===== src/rtl/sram_request_queue_if.sv =====
// Host request port and state-machine replay channels
// for the SRAM request queue.
interface sram_request_queue_if #(
  parameter int CMD_WIDTH  = 4,
  parameter int DATA_WIDTH = 16
);
  logic [CMD_WIDTH-1:0]  req_cmd;
  logic [DATA_WIDTH-1:0] req_data;
  logic                  req_has_data;
  logic                  req_valid;
  logic                  req_ready;
  logic [DATA_WIDTH-1:0] receive;
  logic                  dfcq_valid;
  logic                  dfcq_ready;
  logic [CMD_WIDTH-1:0]  offer;
  logic                  offer_valid;
  logic                  offer_ready;

  modport master (
    output req_cmd, req_data, req_has_data, req_valid,
    output dfcq_ready, offer_ready,
    input  req_ready, receive, dfcq_valid,
    input  offer, offer_valid
  );

  modport slave (
    input  req_cmd, req_data, req_has_data, req_valid,
    input  dfcq_ready, offer_ready,
    output req_ready, receive, dfcq_valid,
    output offer, offer_valid
  );
endinterface


===== src/rtl/sram_request_queue.sv =====
// Request FIFO replaying data then command to the SRAM FSM.
// Optional stats counters: define SRAM_REQ_QUEUE_STATS_EN.
module sram_request_queue #(
  parameter int DEPTH      = 4,
  parameter int CMD_WIDTH  = 4,
  parameter int DATA_WIDTH = 16
) (
  input  logic                   CLK,
  input  logic                   ASYNCRESETN,
  sram_request_queue_if.slave    bus,
  output logic [$clog2(DEPTH):0] queue_level
`ifdef SRAM_REQ_QUEUE_STATS_EN
  ,
  output logic [15:0]            cmd_count,
  output logic [15:0]            stall_count
`endif
);

  localparam int AW = $clog2(DEPTH);
  localparam int LW = AW + 1;

  typedef struct packed {
    logic [CMD_WIDTH-1:0]  cmd;
    logic [DATA_WIDTH-1:0] data;
    logic                  has_data;
  } entry_t;

  typedef enum logic [1:0] {
    IDLE = 2'd0,
    DATA = 2'd1,
    CMD  = 2'd2
  } state_t;

  entry_t        mem [DEPTH];
  logic [AW-1:0] wr_ptr;
  logic [AW-1:0] rd_ptr;
  logic [LW-1:0] count;
  state_t        state;
  state_t        state_nx;
  entry_t        head;
  entry_t        nxt_head;
  entry_t        wr_entry;
  logic          push;
  logic          pop;
  logic          dv;
  logic          ov;

  assign bus.req_ready = ASYNCRESETN
                       && (count < LW'(DEPTH));
  assign push     = bus.req_valid && bus.req_ready;
  assign wr_entry = {bus.req_cmd, bus.req_data,
                     bus.req_has_data};
  assign head     = mem[rd_ptr];
  // With one entry left, the follow-on head is the one
  // being written this same cycle.
  assign nxt_head = (count > LW'(1))
                  ? mem[rd_ptr + AW'(1)]
                  : wr_entry;

  always_comb begin
    state_nx = state;
    dv       = 1'b0;
    ov       = 1'b0;
    pop      = 1'b0;
    unique case (state)
      IDLE: begin
        if (count != '0)
          state_nx = head.has_data ? DATA : CMD;
      end
      DATA: begin
        dv = 1'b1;
        if (bus.dfcq_ready) state_nx = CMD;
      end
      CMD: begin
        ov = 1'b1;
        if (bus.offer_ready) begin
          pop = 1'b1;
          if (count > LW'(1) || push)
            state_nx = nxt_head.has_data ? DATA : CMD;
          else
            state_nx = IDLE;
        end
      end
      default: state_nx = IDLE;
    endcase
  end

  assign bus.dfcq_valid  = dv;
  assign bus.offer_valid = ov;
  assign bus.receive     = head.data;
  assign bus.offer       = head.cmd;
  assign queue_level     = count;

  always_ff @(posedge CLK or negedge ASYNCRESETN) begin
    if (!ASYNCRESETN) begin
      state  <= IDLE;
      wr_ptr <= '0;
      rd_ptr <= '0;
      count  <= '0;
      for (int i = 0; i < DEPTH; i++)
        mem[i] <= '0;
    end else begin
      state <= state_nx;
      if (push) begin
        mem[wr_ptr] <= wr_entry;
        wr_ptr      <= wr_ptr + AW'(1);
      end
      if (pop) rd_ptr <= rd_ptr + AW'(1);
      count <= count + LW'(push) - LW'(pop);
    end
  end

`ifdef SRAM_REQ_QUEUE_STATS_EN
  logic stall;
  assign stall = bus.req_valid && !bus.req_ready;

  always_ff @(posedge CLK or negedge ASYNCRESETN) begin
    if (!ASYNCRESETN) begin
      cmd_count   <= '0;
      stall_count <= '0;
    end else begin
      if (pop && cmd_count != 16'hFFFF)
        cmd_count <= cmd_count + 16'd1;
      if (stall && stall_count != 16'hFFFF)
        stall_count <= stall_count + 16'd1;
    end
  end
`endif

endmodule


===== src/flat_wrapper.sv =====
// flat-port wrapper written by rule: the top's interface ports become plain ports
module sram_request_queue_flat 
#(
  parameter int DEPTH      = 4,
  parameter int CMD_WIDTH  = 4,
  parameter int DATA_WIDTH = 16
)
  (CLK, ASYNCRESETN, queue_level, bus_req_cmd, bus_req_data, bus_req_has_data, bus_req_valid, bus_dfcq_ready, bus_offer_ready, bus_req_ready, bus_receive, bus_dfcq_valid, bus_offer, bus_offer_valid);
  sram_request_queue_if #(.CMD_WIDTH(CMD_WIDTH), .DATA_WIDTH(DATA_WIDTH)) bus_i ();
  input  logic CLK;
  input  logic ASYNCRESETN;
  output logic [$clog2(DEPTH):0] queue_level;
  input wire logic [$bits(bus_i.req_cmd)-1:0] bus_req_cmd;
  input wire logic [$bits(bus_i.req_data)-1:0] bus_req_data;
  input wire logic [$bits(bus_i.req_has_data)-1:0] bus_req_has_data;
  input wire logic [$bits(bus_i.req_valid)-1:0] bus_req_valid;
  input wire logic [$bits(bus_i.dfcq_ready)-1:0] bus_dfcq_ready;
  input wire logic [$bits(bus_i.offer_ready)-1:0] bus_offer_ready;
  output wire logic [$bits(bus_i.req_ready)-1:0] bus_req_ready;
  output wire logic [$bits(bus_i.receive)-1:0] bus_receive;
  output wire logic [$bits(bus_i.dfcq_valid)-1:0] bus_dfcq_valid;
  output wire logic [$bits(bus_i.offer)-1:0] bus_offer;
  output wire logic [$bits(bus_i.offer_valid)-1:0] bus_offer_valid;
  assign bus_i.req_cmd = bus_req_cmd;
  assign bus_i.req_data = bus_req_data;
  assign bus_i.req_has_data = bus_req_has_data;
  assign bus_i.req_valid = bus_req_valid;
  assign bus_i.dfcq_ready = bus_dfcq_ready;
  assign bus_i.offer_ready = bus_offer_ready;
  assign bus_req_ready = bus_i.req_ready;
  assign bus_receive = bus_i.receive;
  assign bus_dfcq_valid = bus_i.dfcq_valid;
  assign bus_offer = bus_i.offer;
  assign bus_offer_valid = bus_i.offer_valid;
  sram_request_queue #(.DEPTH(DEPTH), .CMD_WIDTH(CMD_WIDTH), .DATA_WIDTH(DATA_WIDTH)) u_core (.CLK(CLK), .ASYNCRESETN(ASYNCRESETN), .bus(bus_i), .queue_level(queue_level));
endmodule

===== config.mk =====
export PLATFORM = sky130hd
export DESIGN_NAME = sram_request_queue_flat
export DESIGN_NICKNAME = d
export VERILOG_FILES = /design/src/rtl/sram_request_queue_if.sv /design/src/rtl/sram_request_queue.sv /design/src/flat_wrapper.sv
export SDC_FILE = /design/constraint.sdc
export NUM_CORES = 1
export LEC_CHECK = 0
export ABC_AREA = 1
export CAP_MARGIN = 15
export CORE_ASPECT_RATIO = 2
export CORE_MARGIN = 4
export CORE_UTILIZATION = 41
export DETAILED_ROUTE_END_ITERATION = 12
export REMOVE_ABC_BUFFERS = 1
export SETUP_SLACK_MARGIN = 0.2
export SYNTH_ARGS = -nofsm -noshare
export SYNTH_HDL_FRONTEND = slang
export SYNTH_SLANG_ARGS = --single-unit

===== constraint.sdc =====
create_clock -name CLK -period 4.05 [get_ports CLK]
set_input_delay 0.81 -clock CLK [delete_from_list [all_inputs] [get_ports CLK]]
set_output_delay 0.81 -clock CLK [all_outputs]
set_load 0.02 [all_outputs]

==> run_summary.xml <==
<?xml version="1.0" encoding="UTF-8"?>
<metrics>
  <group name="timing">
    <metric name="maxSlewViolCount" unit="">0</metric>
    <metric name="rsz0062_at_grt" unit="">false</metric>
    <metric name="finalCriticalPeriod" unit="ns">3.24</metric>
    <metric name="tightest_slew" unit="ns">0.834</metric>
    <metric name="finalHoldViolCount" unit="">0</metric>
    <metric name="maximum_achievable_frequency" unit="GHz">0.309</metric>
    <metric name="finalSetupViolations" unit="">0</metric>
    <metric name="min_period_over_period" unit="">0.800</metric>
    <metric name="finClkSkew" unit="ns">0.00601</metric>
    <metric name="worst_hold_slack" unit="ns">0.396</metric>
    <metric name="finalSetupTns" unit="ns">0</metric>
    <metric name="slew_headroom" unit="">0.444</metric>
  </group>
  <group name="global_route">
    <metric name="grt_util_met2" unit="">0.291</metric>
    <metric name="grt_first_pass_wirelength" unit="mm">17.0</metric>
    <metric name="met1_resource_use_gr" unit="">0.209</metric>
    <metric name="grt_pass1_vias" unit="">3504</metric>
    <metric name="grt_start_max_net_pins" unit="">66</metric>
    <metric name="grt_overflow" unit="">0</metric>
    <metric name="groute.usage.overall" unit="">0.174</metric>
    <metric name="groute.layer.met3.usage" unit="">0.0353</metric>
    <metric name="antenna_found_initial" unit="">0</metric>
    <metric name="globalRoute.busiestLayer" unit="">met2</metric>
  </group>
  <group name="clock_tree">
    <metric name="clock-root-buffer" unit="">sky130_fd_sc_hd__clkbuf_16</metric>
    <metric name="cts_made_buffers" unit="">9</metric>
    <metric name="tritoncts" unit="">yes</metric>
    <metric name="cts_sinks" unit="">93</metric>
    <metric name="clkSlewWorstSetupHoldPaths" unit="ns">0.07</metric>
    <metric name="post_cts_resize_count" unit="">0</metric>
    <metric name="cts-root-to-sink-buffers" unit="">2</metric>
    <metric name="cts_hold_buf" unit="">0</metric>
    <metric name="clk_latency" unit="ns">0.34</metric>
    <metric name="post_cts_buffers" unit="">0</metric>
    <metric name="h-tree-depth" unit="">3</metric>
  </group>
  <group name="final_layout">
    <metric name="antenna_cells" unit="">0</metric>
    <metric name="finish.cell_count_without_fillers" unit="">673</metric>
    <metric name="layout.cells.most_common_list" unit="">sky130_fd_sc_hd__nand2_1 (112), sky130_fd_sc_hd__dfrtp_1 (93), sky130_fd_sc_hd__clkdlybuf4s50_1 (50), sky130_fd_sc_hd__o21ai_1 (49), sky130_fd_sc_hd__nor2_1 (44)</metric>
    <metric name="layout.filler_cells" unit="">1058</metric>
    <metric name="layout_net_count" unit="">566</metric>
    <metric name="drive_above_1_share" unit="">0.127</metric>
    <metric name="layout_commonest_cell" unit="">sky130_fd_sc_hd__nand2_1</metric>
    <metric name="area_growth" unit="%">17.3</metric>
  </group>
  <group name="floorplanning">
    <metric name="initial_standard_cell_utilization_of_the_core" unit="">0.423</metric>
    <metric name="die-area" unit="um^2">12800</metric>
    <metric name="die_w" unit="um">82.0</metric>
    <metric name="fp.coreArea" unit="um^2">10600</metric>
    <metric name="io_pins" unit="">52</metric>
    <metric name="die_height" unit="um">156</metric>
    <metric name="row_count" unit="">53</metric>
  </group>
  <group name="routing">
    <metric name="route.detailed.wl_per_inst" unit="um">15.0</metric>
    <metric name="vias" unit="">3417</metric>
    <metric name="drt_pass1_iterations" unit="">5</metric>
    <metric name="drt_wl_total" unit="mm">10.1</metric>
    <metric name="drc" unit="">0</metric>
    <metric name="drt_iter0_markers" unit="">165</metric>
    <metric name="vias_per_cell" unit="">5.08</metric>
    <metric name="ant_nets" unit="">0</metric>
  </group>
  <group name="worst_setup_path">
    <metric name="criticalPathCategory" unit="">flip-flop to output pin</metric>
    <metric name="cp.arrival" unit="ns">2.43</metric>
    <metric name="critical_path_cell_count" unit="">4</metric>
    <metric name="r2r_cell_count" unit="">9</metric>
    <metric name="timing.critical_path.from" unit="">u_core.rd_ptr[0]</metric>
    <metric name="critical-path-slowest-cell" unit="">sky130_fd_sc_hd__dfrtp_1</metric>
    <metric name="reg2reg_slack" unit="ns">2.17</metric>
    <metric name="path_buf_inv" unit="">2</metric>
    <metric name="worst_r2r_endpoint" unit="">u_core.queue_level[2]</metric>
    <metric name="highest_net_fanout_along_the_worst_path" unit="">30</metric>
    <metric name="worst_ep_required_time" unit="ns">3.24</metric>
    <metric name="cp-start-kind" unit="">flip-flop</metric>
    <metric name="setup.worst_path.end" unit="">bus_receive[5]</metric>
    <metric name="crit_path_max_incr_delay" unit="ns">0.66</metric>
    <metric name="r2r-start" unit="">u_core.state[1]</metric>
    <metric name="path_delay_family" unit="">buffers and inverters</metric>
    <metric name="cp_cell_sequence" unit="">buf_4, o21ai_0, o22ai_1, clkdlybuf4s50_1</metric>
    <metric name="setup.worst_path.end_class" unit="">output pin</metric>
  </group>
  <group name="job">
    <metric name="max-cap-violations" unit="">0</metric>
  </group>
  <group name="placed_design">
    <metric name="detailed_place_hpwl" unit="mm">6.60</metric>
    <metric name="port_buffers" unit="">51</metric>
    <metric name="place.detailed.instances" unit="">657</metric>
    <metric name="gp_weighted_congestion" unit="">0.796</metric>
  </group>
  <group name="power">
    <metric name="peakVddDrop" unit="uV">432</metric>
    <metric name="total_power_per_unit_cell_area" unit="nW/um^2">894</metric>
    <metric name="leakage_power_summed_over_all_cells" unit="nW">2.49</metric>
  </group>
  <group name="run_status">
    <metric name="status" unit="">finished, final reports clean</metric>
  </group>
  <group name="synth">
    <metric name="synth_seq_cells" unit="">93</metric>
    <metric name="yosysSeqAreaShare" unit="">0.519</metric>
    <metric name="post_synth.cell_area_avg" unit="um^2">9.08</metric>
    <metric name="synthCells" unit="">494</metric>
    <metric name="yosys_warnings" unit="">0</metric>
    <metric name="mappedNetlistArea" unit="um^2">4480</metric>
    <metric name="synthDistinctLibCells" unit="">28</metric>
  </group>
  <group name="worst_hold_path">
    <metric name="hp_class" unit="">primary input to async pin</metric>
  </group>
</metrics>
## flip-flops by register name (all words and copies together), names as in the netlist
name / cells
u_core.mem: 84
u_core.queue_level: 3
u_core.rd_ptr: 2
u_core.state: 2
u_core.wr_ptr: 2
## per-layer routing
metal | wire length [um] | up-vias
met5 | 0 | -
met4 | 316 | 0
met3 | 404 | 21
met2 | 5330 | 75
met1 | 4040 | 1625
li1 | - | 1696
## logic make-up (layout without fill, tap and decap cells)
| group | Yosys count | in the layout | synth area share |
|---|---|---|---|
| AOI/OAI and AO/OA | 151 | 151 | 0.204 |
| buffers and inverters | 67 | 109 | 0.0865 |
| DFF | 93 | 93 | 0.519 |
| xor gates and xnor gates | 3 | 3 | 0.00586 |
| and+or+nand+nor | 171 | 171 | 0.158 |
| adders and majority gates | 9 | 9 | 0.0268 |
## cells in the mapped netlist (all sizes together)
cell,number,area [um^2]
o22ai,20,125
o21ai,126,762
xnor2,1,8.76
fa,1,20.0
xor2,2,17.5
dfrtp,93,2330
a31oi,1,6.26
nand2,120,495
nor2,46,183
a21oi,4,20.0
nand3,4,25.0
inv,38,153
nand4,1,6.26
buf,20,201
ha,8,100
clkbuf,9,33.8
## area by class of cell
class	instances	area, um^2	area share
clock inverters	5	60.1	0.0114
clock buffers	11	243	0.0461
repair buffers	55	538	0.102
flip-flops and latches	93	2330	0.442
well taps	137	171	0.0326
multi-input cells	334	1770	0.336
inverters	38	153	0.0290
## worst register-to-register path, cell delays in order (launching register included)
cell and delay, ns:
sky130_fd_sc_hd__dfrtp_1 0.41, sky130_fd_sc_hd__inv_1 0.08, sky130_fd_sc_hd__nor2_2 0.05, sky130_fd_sc_hd__nand2_1 0.16, sky130_fd_sc_hd__inv_1 0.07, sky130_fd_sc_hd__ha_1 0.27
sky130_fd_sc_hd__inv_1 0.04, sky130_fd_sc_hd__ha_1 0.18, sky130_fd_sc_hd__fa_1 0.38, sky130_fd_sc_hd__xnor2_1 0.13
## per-stage QoR
step	util	worst slack (ns)	cell area [um^2]	total power [W]
after floorplan	-	1.65	4250	0.00303
after global placement	0.467	1.18	4960	0.00384
after detailed placement	0.467	1.17	4960	0.00390
after CTS	0.496	0.801	5260	0.00476
after global routing	0.496	0.639	5260	0.00508
final	0.496	0.810	5260	0.00470
## where the power goes
group / total, W / switching, W / internal (W)
Sequential: 0.00167 / 0.000290 / 0.00138
Combinational: 0.00219 / 0.00125 / 0.000940
Clock: 0.000846 / 0.000351 / 0.000495
Total: 0.00470 / 0.00189 / 0.00281
## worst min-delay path by stage
stage	cells after the start	end	slack, ns
global placement	2	u_core.mem[37]	0.46
CTS	1	u_core.mem[5]	0.40
finish	1	u_core.mem[5]	0.40
detailed placement	2	u_core.mem[37]	0.47
global route	1	u_core.mem[5]	0.42
floorplan	2	u_core.mem[22]	0.45
No activity file was read; power rests on OpenSTA's default activity.
==> patch: new RTL, same settings <==
`DATA_WIDTH` is set to 16 in 3 places; all go to 14.
--- a/src/rtl/sram_request_queue_if.sv
+++ b/src/rtl/sram_request_queue_if.sv
@@ -4,3 +4,3 @@
   parameter int CMD_WIDTH  = 4,
-  parameter int DATA_WIDTH = 16
+  parameter int DATA_WIDTH = 14
 );
--- a/src/rtl/sram_request_queue.sv
+++ b/src/rtl/sram_request_queue.sv
@@ -5,3 +5,3 @@
   parameter int CMD_WIDTH  = 4,
-  parameter int DATA_WIDTH = 16
+  parameter int DATA_WIDTH = 14
 ) (
--- a/src/flat_wrapper.sv
+++ b/src/flat_wrapper.sv
@@ -5,3 +5,3 @@
   parameter int CMD_WIDTH  = 4,
-  parameter int DATA_WIDTH = 16
+  parameter int DATA_WIDTH = 14
 )
Interface: changed (resized bus_receive and bus_req_data); port bits go from 52 to 48. The function was not compared with the original's and may differ.
==> patch against the unedited design <==
- design area down 7.6%
- power decreased by 9.6%
- worst setup slack lost 0.12 ns
- routed wire length is 9.0% lower
- via count down 8.0%
- sequential cell count fell by 8
- synthesized cell count down 7.5%
- core utilization is 0.097 points lower
- synthesized area shrank 6.8%
- critical path type unchanged
- critical endpoint is now bus_receive[3]
- largest power group unchanged
==> patch: results (changes against the unedited design) <==
Routing
  – Pre-Repair DR Iteration Count: 4 (was 5)
  – DRT Wirelength: 9170 µm (was 10,100 µm)
  – DR iter-0 viols: 200 (was 165)
  – Vias per cell: 5.02 (was 5.08)

Timing
  – Worst clock skew: 0.00627 ns (was 0.00601 ns)
  – Hold_ws: 0.474 ns (was 0.396 ns)
  – Worst-margin pin slew: 0.709 ns (was 0.834 ns)

Clock network
  – Clock Tree Root: clkbuf_16 (unchanged)
  – Worst-Skew Late Latency: ~0.33 ns
  – Hold_buf cts: 0 (unchanged)
  – Clk buf depth: 2 (unchanged)
  – CTS resizes: 0 (unchanged)
  – Setup bufs post-CTS: 0 (unchanged)
  – Num CTS Buffers: 9 (unchanged)

Worst setup path
  – Worst EP arrival: 2.55 ns (was 2.43 ns)
  – R2R cell count: 10 (was 9)
  – R2R setup slack: 2.07 ns (was 2.17 ns)
  – Crit Reg-Reg Endpoint: u_core.state[1] (was u_core.queue_level[2])
  – Largest delay share family, worst path: buffers and inverters (unchanged)
  – CP peak stage delay: around 0.65 ns
  – Worst-path fanout max: 41 (was 30)
  – Reg2reg start: u_core.rd_ptr[0] (was u_core.state[1])
  – Slowest-stage cell, CP: clkdlybuf4s50_1 (was dfrtp_1)

GRT
  – Global-route usage over all layers: 0.168 (was 0.174)
  – Pin count of the biggest net entering global routing: 44 (was 66)
  – First-pass GRT wire length: 15,400 µm (was 17,000 µm)
  – Vias in the first global route: 3,091 (was 3,504)
  – Initial antenna violation count: 0 (unchanged)

Place
  – DP Wirelength: 6100 µm (was 6600 µm)
  – DP Cell Count: 611 (was 657)
  – RePlAce Congestion: 0.733 (was 0.796)
  – Port Buffers: 47 (was 51)

Synthesis
  – Largest cells by area after synthesis: dfrtp_1 (51%), nand2_1 (9.3%), o21ai_0 (8.4%) (was dfrtp_1 (52%), nand2_1 (9.4%), o21ai_2 (6.8%))
  – Top-count cell post-synth: nand2_1 (unchanged)
  – Commonest cells post-synth: nand2_1 (104), dfrtp_1 (85), o21ai_0 (70), nor2_1 (41), o21ai_2 (40) (was nand2_1 (112), dfrtp_1 (93), o21ai_1 (49), nor2_1 (44), o21ai_0 (42))
  – Avg Cell Area, Syn: 9.14 µm² (was 9.08 µm²)
  – Yosys cell types: 26 (was 28)
  – Yosys warns: 0 (unchanged)
  – Seq/Total Area, Yosys: 0.509 (was 0.519)
  – Most used flip-flop cell after synthesis: dfrtp_1 (unchanged)

Cells and area
  – Final Non-Filler Cells: 626 (was 673)
  – Layout cells sized above 1: 0.136 (was 0.127)
  – Max reg flops: 76 (was 84)
  – # diodes: 0 (unchanged)
  – Fin nets: 523 (was 566)

Power
  – Worst VDD drop: 0.384 mV (was 0.432 mV)
  – Power Internal: 0.00255 W (was 0.00281 W)
  – Static Leak: 2.32 nW (was 2.49 nW)

Min path
  – HP Class: reg2reg (was in2async)
  – Hold path endpoint: u_core.mem[47]
  – Worst Hold Depth: 2
  – Hold Startpoint: u_core.mem[47]

Run status
  – Status: finished clean (unchanged)
[patch: changes by cell type in the layout (fill, tap and decap cells not counted), sizes merged, moves of 2 or more]
cell / change
clkbuf: +3
clkdlybuf4s50: -4
clkinvlp: -4
dfrtp: -8
inv: -2
nand2: -11
nand3: +2
nor2: -3
o21ai: -12
o22ai: -2
[patch: kinds of logic after synthesis]
family,count (synthesis),synth area share
AOI/OAI and AO/OA,138,0.207
xor gates and xnor gates,3,0.00629
adders and majority gates,9,0.0288
buffers and inverters,64,0.0937
DFF,85,0.509
and+or+nand+nor,158,0.155
[patch: power by group through the flow]
stage               Combinational [W]  Sequential, W  Clock [W]
finish                        0.00195        0.00153   0.000768
CTS                           0.00199        0.00153   0.000784
global placement              0.00195        0.00153          0
global route                  0.00219        0.00158   0.000821
floorplan                     0.00125        0.00149          0
detailed placement            0.00199        0.00154          0
[patch: worst register-to-register path: cells and delay by family (launching register included)]
| family | cells | cell delay, ns |
|---|---|---|
| DFF | 1 | 0.58 |
| and+or+nand+nor | 9 | 0.69 |
| buffers and inverters | 1 | 0.61 |
[patch: cell type report]
class,count,area [µm²]
fillers,996,4960
flip-flops and latches,85,2130
multi-input cells,308,1660
repair buffers,50,490
clock buffers,14,274
well taps,132,165
inverters,36,143
clock inverters,1,5.00
[patch: worst max-delay path by stage]
stage / from / endpoint / slack (ns)
finish: u_core.rd_ptr[0] / bus_receive[3] / 0.69
floorplan: u_core.rd_ptr[0] / bus_offer[0] / 1.59
global placement: u_core.rd_ptr[0] / bus_receive[3] / 1.01
global route: u_core.rd_ptr[0] / bus_offer[3] / 0.52
detailed placement: u_core.rd_ptr[0] / bus_receive[3] / 0.98
CTS: u_core.rd_ptr[0] / bus_receive[3] / 0.62
[patch: metrics by stage]
stage	area [µm²]	util	setup slack, ns
2_1_floorplan	3930	-	1.59
3_3_place_gp	4580	0.467	1.01
3_5_place_dp	4580	0.467	0.977
4_1_cts	4860	0.495	0.616
5_1_grt	4860	0.495	0.523
6_report	4860	0.495	0.685
[patch: routing by layer]
metal,global-route usage,vias up,wire [µm]
li1,-,1557,-
met1,0.195,1516,3680
met2,0.303,54,5040
met3,0.0246,16,230
met4,0.0688,0,219
met5,0,-,0
